## src/rtl/wrr_arbiter.sv

```systemverilog
// -----------------------------------------------------------------------------
// wrr_arbiter
//   Weighted round-robin arbiter with a registered one-hot grant. Each port is
//   allowed up to its programmed number of beats per tenure. A per-port lock
//   lets the current owner keep the grant for as long as it asserts it. A
//   run-time mode input switches arbitration to fixed priority, where port 0
//   has the highest priority.
//
// Ports
//   clk          in   clock, rising edge
//   rst          in   asynchronous active-high reset
//   request      in   [NUM_PORTS]           per-port request
//   lock         in   [NUM_PORTS]           per-port grant hold
//   weight       in   [NUM_PORTS*WEIGHT_W]  per-port max beats per tenure,
//                                           field i = [i*WEIGHT_W +: WEIGHT_W]
//   mode         in   0 = weighted round-robin, 1 = fixed priority
//   grant        out  [NUM_PORTS] registered one-hot (or zero) grant
//   grant_id     out  [ID_W] index of the granted port, 0 when idle
//   valid_grant  out  |grant
//   beat_cnt     out  [WEIGHT_W] beats consumed by the owner this tenure
// -----------------------------------------------------------------------------
module wrr_arbiter #(
    parameter int  NUM_PORTS = 4,
    parameter int  WEIGHT_W  = 4,
    localparam int ID_W      = $clog2(NUM_PORTS)
) (
    input  logic                          clk,
    input  logic                          rst,
    input  logic [NUM_PORTS-1:0]          request,
    input  logic [NUM_PORTS-1:0]          lock,
    input  logic [NUM_PORTS*WEIGHT_W-1:0] weight,
    input  logic                          mode,
    output logic [NUM_PORTS-1:0]          grant,
    output logic [ID_W-1:0]               grant_id,
    output logic                          valid_grant,
    output logic [WEIGHT_W-1:0]           beat_cnt
);

    logic [NUM_PORTS-1:0] grant_reg, grant_next;
    logic [ID_W-1:0]      owner_reg, owner_next;
    logic [ID_W-1:0]      ptr_reg, ptr_next;
    logic [WEIGHT_W-1:0]  cnt_reg, cnt_next;
    logic [WEIGHT_W-1:0]  w_lat_reg, w_lat_next;

    // Effective weight per port. A weight of 0 is treated as 1 so that a
    // winner always gets at least one beat.
    logic [WEIGHT_W-1:0] eff_weight [NUM_PORTS];

    generate
        for (genvar gi = 0; gi < NUM_PORTS; gi++) begin : g_weight
            logic [WEIGHT_W-1:0] w_field;
            assign w_field        = weight[gi*WEIGHT_W +: WEIGHT_W];
            assign eff_weight[gi] = (w_field == '0) ? WEIGHT_W'(1) : w_field;
        end
    endgenerate

    // Incremented beat count, one bit wider so the comparison against the
    // latched weight and the saturation check both see the carry.
    logic [WEIGHT_W:0] cnt_inc;
    logic              owner_valid;
    logic              hold;

    assign cnt_inc     = {1'b0, cnt_reg} + 1'b1;
    assign owner_valid = |grant_reg;
    assign hold        = owner_valid && request[owner_reg] &&
                         (lock[owner_reg] || (cnt_inc < {1'b0, w_lat_reg}));

    // Winner search. In round-robin mode the search starts at ptr. ptr is
    // always set to one past the last winner, so the outgoing owner is
    // examined last. In fixed-priority mode the search starts at port 0.
    logic            found;
    logic [ID_W-1:0] win_id;
    logic [ID_W-1:0] idx_sel;

    always_comb begin
        found   = 1'b0;
        win_id  = '0;
        idx_sel = '0;
        for (int k = 0; k < NUM_PORTS; k++) begin
            if (mode) begin
                idx_sel = ID_W'(k);
            end else begin
                idx_sel = ID_W'((int'(ptr_reg) + k) % NUM_PORTS);
            end
            if (!found && request[idx_sel]) begin
                found  = 1'b1;
                win_id = idx_sel;
            end
        end
    end

    always_comb begin
        grant_next = grant_reg;
        owner_next = owner_reg;
        ptr_next   = ptr_reg;
        cnt_next   = cnt_reg;
        w_lat_next = w_lat_reg;

        if (hold) begin
            // A locked owner can exceed the field range, so the count
            // saturates instead of wrapping.
            cnt_next = cnt_inc[WEIGHT_W] ? cnt_reg : cnt_inc[WEIGHT_W-1:0];
        end else if (found) begin
            grant_next         = '0;
            grant_next[win_id] = 1'b1;
            owner_next         = win_id;
            cnt_next           = '0;
            w_lat_next         = eff_weight[win_id];
            ptr_next           = ID_W'((int'(win_id) + 1) % NUM_PORTS);
        end else begin
            grant_next = '0;
            owner_next = '0;
            cnt_next   = '0;
        end
    end

    always_ff @(posedge clk or posedge rst) begin
        if (rst) begin
            grant_reg <= '0;
            owner_reg <= '0;
            ptr_reg   <= '0;
            cnt_reg   <= '0;
            w_lat_reg <= '0;
        end else begin
            grant_reg <= grant_next;
            owner_reg <= owner_next;
            ptr_reg   <= ptr_next;
            cnt_reg   <= cnt_next;
            w_lat_reg <= w_lat_next;
        end
    end

    assign grant       = grant_reg;
    assign grant_id    = owner_reg;
    assign valid_grant = owner_valid;
    assign beat_cnt    = cnt_reg;

endmodule

```

## config.mk

```make
export PLATFORM = sky130hd
export DESIGN_NAME = wrr_arbiter
export DESIGN_NICKNAME = d
export VERILOG_FILES = /design/src/rtl/wrr_arbiter.sv
export SDC_FILE = /design/constraint.sdc
export NUM_CORES = 1
export LEC_CHECK = 0
export BUFFER_PORTS_ARGS = -buffer_cell sky130_fd_sc_hd__buf_2
export CAP_MARGIN = 10
export CORE_MARGIN = 2
export CORE_UTILIZATION = 52
export DETAILED_ROUTE_END_ITERATION = 8
export GPL_ROUTABILITY_DRIVEN = 0
export PLACE_DENSITY = 0.88
export SYNTH_ARGS = -nofsm -noshare
export SYNTH_HDL_FRONTEND = slang
export SYNTH_SLANG_ARGS = --single-unit
```

## constraint.sdc

```tcl
create_clock -name clk -period 2.9 [get_ports clk]
set_input_delay 0.435 -clock clk [delete_from_list [all_inputs] [get_ports clk]]
set_output_delay 0.435 -clock clk [all_outputs]
set_load 0.02 [all_outputs]
```

* Word-level counts from Yosys, hierarchy flattened *
Cells that the tools add are included.

storage, ports and cells
  output and inout bits = 11
  logic and storage cells = 75
  flip-flop bits (word level) = 16

operators by class
  equality and inequality tests = 1
  reductions and logical operators = 16
  magnitude comparators = 9
  add/subtract/negate cells = 5
  mux-type cells = 37
  bitwise gates (word level) = 2

operators by type and width
  kind                   number
  $mux W4                9
  $lt A2 B3 Y1 const B   6
  $mux W2                9
  $logic_not A4 Y1       4
  $bmux W1 S2            6
  $mux W1                11
  $bmux W4 S2            1
  $logic_and A1 B1 Y1    6
  $add A4 B1 Y5 const B  1
  $lt A5 B4 Y1           1
  $add A2 B1 Y2 const B  2
  $add A2 B2 Y2 const B  2
  $reduce_or A4 Y1       1
  $ge A3 B3 Y1 const B   1
  $logic_not A1 Y1       3
  $not A2 Y3             1
  $demux W1 S2           1
  $ge A2 B1 Y1 const B   1
  $ne A2 B2 Y1 const B   1
  $reduce_and A2 Y1      1
  $logic_or A1 B1 Y1     1
  $not A1 Y1             1

* Longest topological paths before layout *
  depth in word-level cells = 18
  gate-level depth with buffers = 10

* Least setup slack after synthesis *
Ideal clock, no wire load.

  path kind = register to register
  from = register cnt_reg[0], in the netlist beat_cnt[0]
  to = register w_lat_reg[0]
  path buffers = 1
  arrival = 2496 ps
  cell stages (with the launch flop) = 11
  clock period less this slack = 2622 ps
  path slack = 278 ps
  cell sequence = dfrtp_1 -> ha_1 -> ha_1 -> a21boi_0 -> o21a_1 -> o21ai_0 -> a31o_2 -> nand3_1 -> o21a_1 -> buf_2 -> mux2_4

on the way
  longest elaborated chain between the ends = 6

ends and longest elaborated chain
  what                         line  source
  start, declared              42    logic [WEIGHT_W-1:0] cnt_reg, cnt_next;
  start signal, assigned       128   cnt_reg <= cnt_next;
  $add A4 B1 Y5                63    assign cnt_inc = {1'b0, cnt_reg} + 1'b1;
  $lt A5 B4 Y1                 66    (lock[owner_reg] || (cnt_inc < {1'b0, w_lat_reg}));
  $logic_or A1 B1 Y1           66
  $logic_and A1 B1 Y1          65    assign hold = owner_valid && request[owner_reg] &&
  $not A1 Y1 (no line)         -
  $reduce_and A2 Y1 (no line)  -
  end signal, assigned         129   w_lat_reg <= w_lat_next;
  end, declared                43    logic [WEIGHT_W-1:0] w_lat_reg, w_lat_next;

Every way passes these cells.
A chain may end at the register's enable or synchronous reset.

* Final worst setup path *
  from = register ptr_reg[0]
  to = register w_lat_reg[0]

on the way
  longest elaborated chain between the ends = 17
  elaborated cells on any way between the ends = 34
  those cells by class = 3 x add/sub; 23 x mux; 1 x bitwise; 7 x reduce/logical

ends and longest elaborated chain
  what                                                                    line  source
  start, declared                                                         41    logic [ID_W-1:0] ptr_reg, ptr_next;
  start signal, assigned                                                  127   ptr_reg <= ptr_next;
  parallel branches: the longest is 17 deep, another holds $add A2 B1 Y2  -

Parallel ways; which one is timed is not known. The select of a mux whose other input is x is not followed.

==> flow_metrics.env <==
export IMPL_leakagePower_nw=0.8015
export IMPL_drc=0
export IMPL_yosysUniqueCellTypes=45
export IMPL_arrival_ns=2.80
export IMPL_pwr_density_cell_mw_per_mm2=1000
export IMPL_worst_pin_slew_ns=0.6027
export IMPL_status="complete, no violations"
export IMPL_nets=212
export IMPL_cts_reportedPaths_clkPinSlew_ns=0.10
export IMPL_core_area_mm2=0.002500
export IMPL_dr_max_layer_used="met4"
export IMPL_grt_max_degree=17
export IMPL_cp_data_required_time_ns=3.08
export IMPL_ios=38
export IMPL_synth_warnings=0
export IMPL_critPathLaunchType="flip-flop"
export IMPL_ys_ff_latch=16
export IMPL_clk_path_buf_depth=2
export IMPL_n_antenna_cell=0
export IMPL_dr_total_vias=1233
export IMPL_routed_wl_mm=3.183
export IMPL_fp_dieH_um=55.47
export IMPL_fmax_mhz=381.6
export IMPL_met3WireLength_um=164
export IMPL_ir_drop_mv=0.6734
export IMPL_syn_num_nets=173
export IMPL_synth_area_mm2=0.001378
export IMPL_crit_start="ptr_reg[0]"
export IMPL_timing_max_cap_violations=0
export IMPL_netlist_instances=138
export IMPL_initial_utilization_pct=55.11
export IMPL_synth_edf_count=0
export IMPL_rows=18
export IMPL_crit_type="flip-flop to flip-flop"
export IMPL_regToRegSetupSlack_ns=0.28
export IMPL_grt_pass1_wl_mm=5.278
export IMPL_drive_gt1_share_pct=34.66
export IMPL_yosysTopAreaCellShare_pct=29.06
export IMPL_syn_avg_cell_area_um2=9.982
export IMPL_first_global_vias=1254
export IMPL_via_per_inst=5.985
export IMPL_dpl_hpwl_mm=2.575
export IMPL_maxSlewViolCount=0
export IMPL_post_cts_resized=0
export IMPL_r2r_start="ptr_reg[0]"
export IMPL_finalNonFillerCells=206
export IMPL_htree_num_levels=1
export IMPL_drt_met1_wl_mm=1.283
export IMPL_finalHoldViolations=0
export IMPL_route_met2_wl_mm=1.704
export IMPL_numCtsBuffers=3
export IMPL_cts_tree="yes"
export IMPL_ys_seq_area_share_pct=29.06
export IMPL_synthArstFlopShare_pct=100.0
export IMPL_cts_sinks=16
export IMPL_finalSetupViolCount=0
export IMPL_cp_end_kind="flip-flop"
export IMPL_numPortBuffers=37
export IMPL_drtPass1Iterations=4
export IMPL_fillers=222
export IMPL_yosysTopAreaCell="dfrtp_1"
export IMPL_clk_latency_ns=0.29
export IMPL_timing_max_slew_rel_slack_pct=59.77
export IMPL_drt_iter0_markers=36
export IMPL_ant_nets=0
export IMPL_fin_skew_ns=0.007612
export IMPL_die_x_um=55.47
export IMPL_dp_cells=202
export IMPL_synthTopCellsByArea="dfrtp_1 (29%), mux2i_1 (9.4%), ha_1 (7.3%)"
export IMPL_synthToLayoutAreaGrowth_pct=16.44
export IMPL_wl_per_cell_um=15.45
export IMPL_track_usage_pct=21.15
export IMPL_hold_buffers=0
export IMPL_grt_ovfl_total=0
export IMPL_tns_ns=0
export IMPL_dieArea_mm2=0.003077
export IMPL_synth_ff_type="dfrtp_1"
export IMPL_hp_class="input port to async pin"
export IMPL_post_route_min_period_ns=2.621
export IMPL_grt_setup_unrepaired="false"
export IMPL_root_buffer="clkbuf_4"
export IMPL_antenna_found_initial=0
export IMPL_finalCritPeriodShare_pct=90.37
export IMPL_path_max_fanout=13
export IMPL_cts_setup_buffers=0
metal layers:
layer  GRT usage, %  vias up
li1               -      585
met1          25.78      592
met2          38.27       52
met3          2.342        4
met4          7.317        0
met5              0        -
area by class of cell:
class	instances	area [um^2]	share of cell area [%]
clock buffers	4	36.28	2.262
well taps	30	37.54	2.340
multi-input cells	103	869.6	54.21
inverters	12	45.04	2.808
flip-flops and latches	16	400.4	24.96
repair buffers	41	215.2	13.42
Yosys cell counts, drive strengths merged, types with 2 or more instances:
master,n
o32ai,2
a32oi,2
a21oi,5
mux2,8
a31oi,2
o21ai,3
or3b,2
buf,5
nand2,4
a32o,2
a22o,4
dfrtp,16
nand2b,4
a21boi,2
nand3,3
nor2b,2
inv,12
nor3,6
o21a,3
clkbuf,2
ha,8
mux2i,13
mux4,2
xnor2,2
nor2,12
path summary, 6_finish.rpt:
path / endpoint / depth (start not counted)
hold / removal: beat_cnt[3] / 2
min in group clk: w_lat_reg[0] / 1
setup reg to reg: w_lat_reg[0] / 7
setup / recovery: w_lat_reg[0] / 7
max in group asynchronous: grant_id[1] / 2
hold reg to reg: w_lat_reg[0] / 1
where the power goes:
group,internal (W),switching (W)
combinational,0.000494,0.000525
sequential,0.000320,0.000114
clock,0.0000764,0.0000749
cells by family after synthesis:
kind of cell	synth area share [%]
compound gates	21.35
fa+ha+maj	7.266
simple gates	13.08
xor+xnor	1.908
mux	19.53
buf+inv	7.811
flops	29.06
per-stage QoR:
step | area, um^2 | hold WS (ns) | setup WS, ns | power, W | util, %
2_1_floorplan | 1378 | 0.3487 | 0.2784 | 0.001229 | -
4_1_cts | 1604 | 0.2107 | 0.2949 | 0.001608 | 64.16
6_report | 1604 | 0.1928 | 0.2791 | 0.001604 | 64.16
5_1_grt | 1604 | 0.2305 | 0.1243 | 0.001716 | 64.16
3_3_place_gp | 1568 | 0.5154 | 0.3768 | 0.001391 | 62.71
3_5_place_dp | 1568 | 0.5133 | 0.2772 | 0.001456 | 62.71
layout by cell type (no fill, tap or decap), types with 4 or more instances in the layout:
cell,n
a22o_1,4
buf_2,37
buf_4,4
dfrtp_1,16
ha_1,8
inv_1,12
mux2_2,7
mux2i_1,13
nand2_1,4
nand2b_1,4
nor2_1,12
nor3_1,6
worst max-delay path: stages (launching register included):
cell	delay, ns
dfrtp_1	0.52
nor2b_1	0.25
a32oi_1	0.29
o21a_1	0.24
nand2b_1	0.13
o32ai_4	0.45
mux2_2	0.38
mux2_4	0.25
Note: power is estimated with default switching activity, not from simulation.
